==> src/rtl/ring_phase_monitor.sv <==
// Watches a one-hot ring counter: decodes phase, counts revolutions, reports lock and sticky faults.
// Optional macro RING_HOLD_ALLOW_EN: a repeated sample (clock-enabled ring) is treated as legal.
module ring_phase_monitor #(
    parameter int WIDTH    = 4,
    parameter int REV_W    = 8,
    parameter int LOCK_CNT = 2
) (
    input  logic                     clk,
    input  logic                     rst,
    input  logic [WIDTH-1:0]         count_in,
    input  logic                     clr,
    output logic [$clog2(WIDTH)-1:0] phase,
    output logic                     phase_valid,
    output logic                     wrap_pulse,
    output logic [REV_W-1:0]         rev_count,
    output logic                     locked,
    output logic                     err_onehot,
    output logic                     err_seq
);
    // state  | meaning
    // IDLE   | no valid previous sample; first legal sample starts tracking
    // TRACK  | sequence checked, counting error-free wraps toward lock
    // LOCKED | LOCK_CNT clean wraps seen, ring considered healthy
    // FAULT  | illegal or out-of-order sample seen; waits for clr
    typedef enum logic [1:0] {IDLE, TRACK, LOCKED, FAULT} state_t;

    localparam int PW = $clog2(WIDTH);
    localparam int GW = $clog2(LOCK_CNT + 1);

    state_t           state;
    logic [WIDTH-1:0] prev;
    logic [GW-1:0]    good_wraps;

    logic             onehot;
    logic             is_step;
    logic             is_wrap;
    logic             hold_ok;
    logic             seq_ok;
    logic [PW-1:0]    dec;

    assign onehot  = (count_in != '0) && ((count_in & (count_in - WIDTH'(1))) == '0);
    assign is_step = onehot && (count_in == {prev[0], prev[WIDTH-1:1]});
    assign is_wrap = is_step && prev[0];

`ifdef RING_HOLD_ALLOW_EN
    assign hold_ok = onehot && (count_in == prev);
`else
    assign hold_ok = 1'b0;
`endif

    assign seq_ok = is_step || hold_ok;

    // Highest bit is phase 0, lowest bit is phase WIDTH-1.
    always_comb begin
        dec = '0;
        for (int i = 0; i < WIDTH; i++) begin
            if (count_in[i]) dec = PW'(WIDTH - 1 - i);
        end
    end

    always_ff @(posedge clk or negedge rst) begin
        if (!rst) begin
            state       <= IDLE;
            prev        <= '0;
            good_wraps  <= '0;
            phase       <= '0;
            phase_valid <= 1'b0;
            wrap_pulse  <= 1'b0;
            rev_count   <= '0;
            locked      <= 1'b0;
            err_onehot  <= 1'b0;
            err_seq     <= 1'b0;
        end else begin
            prev       <= count_in;
            wrap_pulse <= 1'b0;
            if (clr) begin
                state       <= IDLE;
                good_wraps  <= '0;
                phase_valid <= 1'b0;
                rev_count   <= '0;
                locked      <= 1'b0;
                err_onehot  <= 1'b0;
                err_seq     <= 1'b0;
            end else begin
                case (state)
                    IDLE: begin
                        if (onehot) begin
                            state       <= TRACK;
                            phase       <= dec;
                            phase_valid <= 1'b1;
                        end else begin
                            err_onehot  <= 1'b1;
                            phase_valid <= 1'b0;
                        end
                    end
                    TRACK, LOCKED: begin
                        if (!onehot || !seq_ok) begin
                            if (!onehot) err_onehot <= 1'b1;
                            else         err_seq    <= 1'b1;
                            state       <= FAULT;
                            locked      <= 1'b0;
                            phase_valid <= 1'b0;
                        end else begin
                            phase       <= dec;
                            phase_valid <= 1'b1;
                            if (is_wrap) begin
                                wrap_pulse <= 1'b1;
                                if (rev_count != '1) rev_count <= rev_count + 1'b1;
                                if (state == TRACK) begin
                                    good_wraps <= good_wraps + 1'b1;
                                    if (good_wraps == GW'(LOCK_CNT - 1)) begin
                                        state  <= LOCKED;
                                        locked <= 1'b1;
                                    end
                                end
                            end
                        end
                    end
                    FAULT: begin
                        phase_valid <= 1'b0;
                        locked      <= 1'b0;
                    end
                    default: state <= IDLE;
                endcase
            end
        end
    end
endmodule

==> config.mk <==
export PLATFORM = sky130hd
export DESIGN_NAME = ring_phase_monitor
export DESIGN_NICKNAME = d
export VERILOG_FILES = /design/src/rtl/ring_phase_monitor.sv
export SDC_FILE = /design/constraint.sdc
export NUM_CORES = 1
export LEC_CHECK = 0
export BUFFER_PORTS_ARGS = -buffer_cell sky130_fd_sc_hd__buf_2
export CAP_MARGIN = 20
export CELL_PAD_IN_SITES_DETAIL_PLACEMENT = 0
export CELL_PAD_IN_SITES_GLOBAL_PLACEMENT = 1
export CORE_MARGIN = 4
export CORE_UTILIZATION = 38
export CTS_BUF_LIST = sky130_fd_sc_hd__clkbuf_8 sky130_fd_sc_hd__clkbuf_16
export CTS_CLUSTER_DIAMETER = 120
export CTS_CLUSTER_SIZE = 20
export DETAILED_ROUTE_END_ITERATION = 6
export PLACE_DENSITY_LB_ADDON = 0.08
export SYNTH_ARGS = -nofsm -noshare
export SYNTH_HDL_FRONTEND = slang
export SYNTH_SLANG_ARGS = --single-unit
==> constraint.sdc <==
create_clock -name clk -period 1.97 [get_ports clk]
set_input_delay 0.394 -clock clk [delete_from_list [all_inputs] [get_ports clk]]
set_output_delay 0.394 -clock clk [all_outputs]
set_load 0.02 [all_outputs]
==> impl_metrics.json, run 1 <==
{
  "async_flop_share_pct": 100,
  "drc": 0,
  "seq_area_um2": 578,
  "fin_area_um2": 1690,
  "antenna_found_initial": 0,
  "fp.dieW_um": 65.2,
  "rows": 20,
  "synth_area_um2": 1240,
  "ys_seq_area_share_pct": 46.3,
  "die_area_um2": 4250,
  "dr.pass1.iters": 4,
  "arrival_ns": 2.17,
  "grt_overflow": 0,
  "maxCapViolations": 0,
  "setup_viol": 2,
  "clk_path_buf_depth": 2,
  "required_ns": 2.16,
  "cts_root_buf": "clkbuf_8",
  "fillers": 316,
  "dpl.hpwl_um": 2190,
  "cp_max_fo": 5,
  "finalClockSkew_ns": 0.00123,
  "irDropWorstVdd_v": 0.000566,
  "multi_input_area_um2": 669,
  "worstMarginPinSlew_ns": 0.522,
  "rr_startpoint": "state[0]",
  "ys_ff_latch": 23,
  "path_clk_slew_ns": 0.08,
  "fin_crit_sh_pct": 101,
  "routed_wl_um": 2950,
  "final-max-slew-violation-count": 0,
  "total_power_mw": 1.43,
  "power_density_nw_per_um2": 847,
  "final.setup.worst_slack_ns": -0.0146,
  "postRouteAntennaNets": 0,
  "clock_latency_ns": 0.26,
  "synth_nets": 134,
  "critPathLaunchType": "flop",
  "cts_sinks": 23,
  "synth_cells": 121,
  "violations": "setup timing",
  "cellLeakagePower_nw": 0.786,
  "synth_edf_count": 0,
  "h-tree-depth": 1,
  "synth.distinct_cells": 35,
  "gp_congestion": 0.727,
  "r2r-end": "rev_count[7]",
  "cts_tree": "done",
  "numCtsBuffers": 3,
  "grt_pass1_wl_um": 4930,
  "slew_headroom_pct": 65.2,
  "ff2ff_setup_slack_ns": -0.01,
  "drtIter0Drc": 44,
  "fin_setup_tns_ns": -0.0278,
  "wl_per_cell_um": 13.8,
  "reg2regPathDepth": 6,
  "ys.flop_type": "dfrtp_1",
  "crit_type": "reg -> reg",
  "hold_violations": 0,
  "portBuffers": 21,
  "io_pins": 22,
  "diodes": 0,
  "startpoint": "state[0]",
  "status": "complete, but fails checks",
  "placed_area_um2": 1580,
  "min_period_ns": 1.98,
  "syn_to_final_growth_pct": 35.6,
  "vias": 1095,
  "layout-drive-gt1-share_pct": 40.2,
  "rsz0062_at_grt": "yes",
  "grt_usage_pct": 14.8,
  "core_um2": 3100,
  "endpoint_kind": "flop",
  "grt_pass1_vias": 1125,
  "die_h_um": 65.2,
  "start_util_pct": 40.0,
  "ys_warn_count": 0,
  "viasPerCell": 5.14,
  "hp-class": "in -> async",
  "grt_max_degree": 24,
  "max_freq_mhz": 504,
  "syn_area_per_cell_um2": 10.3,
  "finalNetCount": 183
}
## worst max-delay path: stages (launching register included)
cell and delay [ns]:
dfrtp_1 0.37, inv_1 0.09, ha_4 0.28, o21ai_2 0.07
or4b_4 0.58, or4_1 0.41, a21oi_1 0.13
## layout by cell type, fill, tap and decap left out, drive strengths merged
master  Yosys  layout
o211a       1       1
o41ai       2       2
xnor2       7       7
a221o       1       1
inv         6       7
or4b        1       2
clkbuf      3       3
nor3        3       3
nand2       7       7
nor2       12      12
or3         2       2
a21oi       9       9
nor4b       3       3
or4         2       2
xor2        1       1
nand3       5       5
a31oi       1       1
a311oi      1       1
nand4       2       2
and2b       1       1
o31ai       2       2
o21ai       6       6
o211ai      1       1
mux2        3       3
a221oi      1       1
nor4        1       1
dfrtp      23      23
ha          6       6
or2         1       1
o311ai      1       1
nor4bb      1       1
buf         3      49
mux2i       2       2
## stage by stage
| step | util (%) | instances | setup slack [ns] | hold WS (ns) |
|---|---|---|---|---|
| 2_1_floorplan | - | 121 | -0.167 | 0.0984 |
| 3_3_place_gp | 50.8 | 206 | -0.235 | 0.403 |
| 3_5_place_dp | 50.8 | 206 | -0.321 | 0.404 |
| 4_1_cts | 53.8 | 213 | 0.00173 | 0.119 |
| 5_1_grt | 54.3 | 213 | -0.0933 | 0.137 |
| 6_report | 54.3 | 213 | -0.0146 | 0.102 |
## logic make-up after synthesis
kind of cell / after synthesis / share of synthesized area [%]
AND/OR/NAND/NOR: 41 / 18.7
adder cells (fa/ha/maj): 6 / 6.04
flip-flops: 23 / 46.3
multiplexers: 5 / 4.33
buffers and inverters: 12 / 4.93
AO/OA/AOI/OAI: 26 / 14.0
XOR/XNOR: 8 / 5.64
## cell type report
cell class,count,share of cell area [%]
tap,44,3.27
clock inverter,1,0.223
multi-input combinational,87,39.7
clock buffer,3,2.45
timing repair buffer,49,18.7
inverter,6,1.34
sequential,23,34.3
## how the worst max path moves through the flow
| stage | end | slack (ns) | depth (start not counted) |
|---|---|---|---|
| 5_1_grt | rev_count[7] | -0.09 | 5 |
| 3_3_place_gp | rev_count[5] | -0.23 | 6 |
| 2_1_floorplan | rev_count[7] | -0.17 | 7 |
| 3_5_place_dp | rev_count[5] | -0.32 | 7 |
| 6_report | rev_count[7] | -0.01 | 6 |
| 4_1_cts | state[0] | 0.002 | 7 |
## synth_stat cells (2+ instances only)
cell	number	area share, %
nor4b_1	2	1.4
buf_6	2	1.8
xnor2_1	7	4.9
o41ai_1	2	1.4
or3_1	2	1.0
dfrtp_1	23	46
ha_1	6	6.0
o21ai_0	6	2.4
nand2_1	7	2.1
mux2i_1	2	1.6
nor3_1	3	1.2
clkbuf_1	3	0.91
or4_1	2	1.2
a21oi_1	9	3.6
inv_1	6	1.8
mux2_2	3	2.7
o31ai_1	2	1.2
nand4_1	2	1.0
nand3_1	5	2.0
nor2_1	12	3.6
## flip-flops by register name, indices dropped and copies added (netlist names)
register,cells
state,2
good_wraps,2
phase,2
prev,4
err_seq,1
wrap_pulse,1
err_onehot,1
rev_count,8
phase_valid,1
locked,1
## power by group
| group | total, mW | internal [mW] | switching (mW) |
|---|---|---|---|
| sequential | 0.549 | 0.522 | 0.0269 |
| clock | 0.280 | 0.139 | 0.141 |
| combinational | 0.599 | 0.288 | 0.312 |
## metal layers
metal	share of wire (%)	GRT usage, %	wire (um)
met3	5.3	3.59	155
met2	51	27.2	1490
met1	44	17.6	1280
met4	0.64	2.33	19
met5	0	0	0
## what timing repair did
item	in CTS	in global routing
pin swaps	2	2
gates cloned	1	0
hold buffers	0	0
setup buffers	2	0
setup endpoints to repair	5	10
gates resized for setup	5	5
No activity file was read; power rests on OpenSTA's default activity.
==> run 2: changes to the inputs <==
RECOVER_POWER = 100   (was unset)
==> run 2 against run 1 <==
Compared with the run above:
- the flow still finishes with violations (setup timing)
- clock-buffer cell count did not move
- non-clock buffer count did not move
- register-to-register slack barely moved
- via count rose by 0.55%
- cell area fell by 2.0%
- clock skew barely moved
- critical path depth did not move
- fmax fell by 0.30%
- combinational power fell by 1%
==> impl_metrics.json, run 2 (synthesis gave the netlist of run 1 again) <==
{
  "vias": 1101,
  "switchingPower_mw": 0.482,
  "drc": 0,
  "final.setup.worst_slack_ns": -0.0205,
  "min_from": "count_in[1]",
  "final_common_cell": "buf_4",
  "internal-power_mw": 0.939,
  "final_cell_mix": "buf_4, dfrtp_1, clkbuf_1",
  "numCtsBuffers": 3,
  "fin_util_pct": 53.2,
  "groute.layer.met1.usage_pct": 17.6,
  "setup_viol": 3,
  "switching_share_pct": 33.9,
  "maxCapViolations": 0,
  "wl_per_cell_um": 13.9,
  "grt_pass1_vias": 1125,
  "cellLeakagePower_nw": 0.701,
  "fin_area_um2": 1650,
  "rr_startpoint": "state[0]",
  "layout-drive-gt1-share_pct": 27.8,
  "top_usage_layer": "met2",
  "cts_tree": "done",
  "finalClockSkew_ns": 0.00101,
  "globalRouteMet3Util_pct": 3.59,
  "viasPerCell": 5.17,
  "grt_overflow": 0,
  "worstMarginPinSlew_ns": 1.23,
  "cp_max_fo": 5,
  "min_to": "prev[1]",
  "gp_congestion": 0.727,
  "reg_top3": "rev_count: 8 flops, prev: 4 flops",
  "rows": 20,
  "postRouteAntennaNets": 0,
  "cts_sinks": 23,
  "die_area_um2": 4250,
  "io_pins": 22,
  "grt_usage_pct": 14.8,
  "portBuffers": 21,
  "min_period_ns": 1.99,
  "slew_headroom_pct": 17.8,
  "endpoint_kind": "flop",
  "diodes": 0,
  "irDropWorstVdd_v": 0.000569,
  "syn_to_final_growth_pct": 32.9,
  "hold_depth": 1,
  "max_freq_mhz": 502,
  "die_h_um": 65.2,
  "core_um2": 3100,
  "grtUsageMet2_pct": 27.2,
  "seq_area_um2": 578,
  "violations": "setup timing",
  "drtIter0Drc": 45,
  "start_util_pct": 40.0,
  "cts_root_buf": "clkbuf_8",
  "h-tree-depth": 1,
  "ff2ff_setup_slack_ns": -0.02,
  "final-max-slew-violation-count": 0,
  "hold_violations": 0,
  "r2r-end": "rev_count[7]",
  "multi_input_area_um2": 669,
  "dpl.hpwl_um": 2190,
  "placed_area_um2": 1580,
  "clk_path_buf_depth": 2,
  "path_clk_slew_ns": 0.08,
  "reg2regPathDepth": 6,
  "fillers": 329,
  "rsz0062_at_grt": "yes",
  "crit_type": "reg -> reg",
  "top_register": "rev_count",
  "antenna_found_initial": 0,
  "fp.dieW_um": 65.2,
  "p_clk_share_pct": 19.7,
  "grt_pass1_wl_um": 4930,
  "routed_wl_um": 2970,
  "power_density_nw_per_um2": 860,
  "grt_max_degree": 24,
  "pwr-share-seq_pct": 38.7,
  "arrival_ns": 2.18,
  "total_power_mw": 1.42,
  "dr.pass1.iters": 5,
  "status": "complete, but fails checks",
  "comb_power_share_pct": 41.6,
  "hp-class": "in -> reg",
  "largest_register_ffs": 8,
  "critPathLaunchType": "flop",
  "required_ns": 2.16,
  "clock_latency_ns": 0.26,
  "fin_crit_sh_pct": 101,
  "finalNetCount": 183
}
-- run 2: changes by cell type in the layout (fill, tap and decap cells not counted), sizes merged --
cell | previous run | this run
clkbuf | 3 | 25
buf | 49 | 27
-- run 2: per-layer routing --
layer / vias up / routed length, um
li1: 534 / -
met1: 543 / 1330
met2: 22 / 1500
met3: 2 / 123
met4: 0 / 19
met5: - / 0
-- run 2: power by group through the flow --
stage | logic (mW) | registers (mW) | clock network [mW]
5_1_grt | 0.639 | 0.560 | 0.312
3_3_place_gp | 0.501 | 0.554 | 0
6_report | 0.592 | 0.550 | 0.280
2_1_floorplan | 0.256 | 0.595 | 0
3_5_place_dp | 0.513 | 0.558 | 0
4_1_cts | 0.579 | 0.549 | 0.294
-- run 2: layout make-up --
class	count	area share, %
Clock inverter	1	0.227
Inverter	6	1.36
Clock buffer	3	2.50
Timing Repair Buffer	49	17.0
Multi-Input combinational cell	87	40.5
Sequential cell	23	35.0
Tap cell	44	3.33
-- run 2: metrics by stage --
stage	hold slack, ns	setup TNS [ns]	cells	worst slack (ns)
after floorplan	0.0984	-0.535	121	-0.167
after global placement	0.403	-1.42	206	-0.235
after detailed placement	0.404	-2.09	206	-0.321
after CTS	0.119	0	213	0.00173
after global routing	0.329	-0.473	213	-0.0933
final	0.335	-0.0562	213	-0.0205
-- run 2: repair_timing --
| item | in CTS | in global routing |
|---|---|---|
| endpoints found under the setup margin | 5 | 10 |
| pin swaps | 2 | 2 |
| resized for setup | 5 | 5 |
| hold buffers | 0 | 0 |
| cloned | 1 | 0 |
| buffers inserted | 2 | 0 |
-- run 2: worst max-delay path by stage --
stage | cells past startpoint | startpoint | to
finish | 6 | state[0] | rev_count[7]
global placement | 6 | count_in[2] | rev_count[5]
CTS | 7 | count_in[1] | state[0]
detailed placement | 7 | count_in[3] | rev_count[5]
floorplan | 7 | count_in[2] | rev_count[7]
global route | 5 | prev[0] | rev_count[7]
-- run 2: critical path, stage by stage (launching register included) --
cell	delay, ns
dfrtp_1	0.37
inv_1	0.09
ha_4	0.28
o21ai_2	0.07
or4b_4	0.58
or4_1	0.41
a21oi_1	0.13
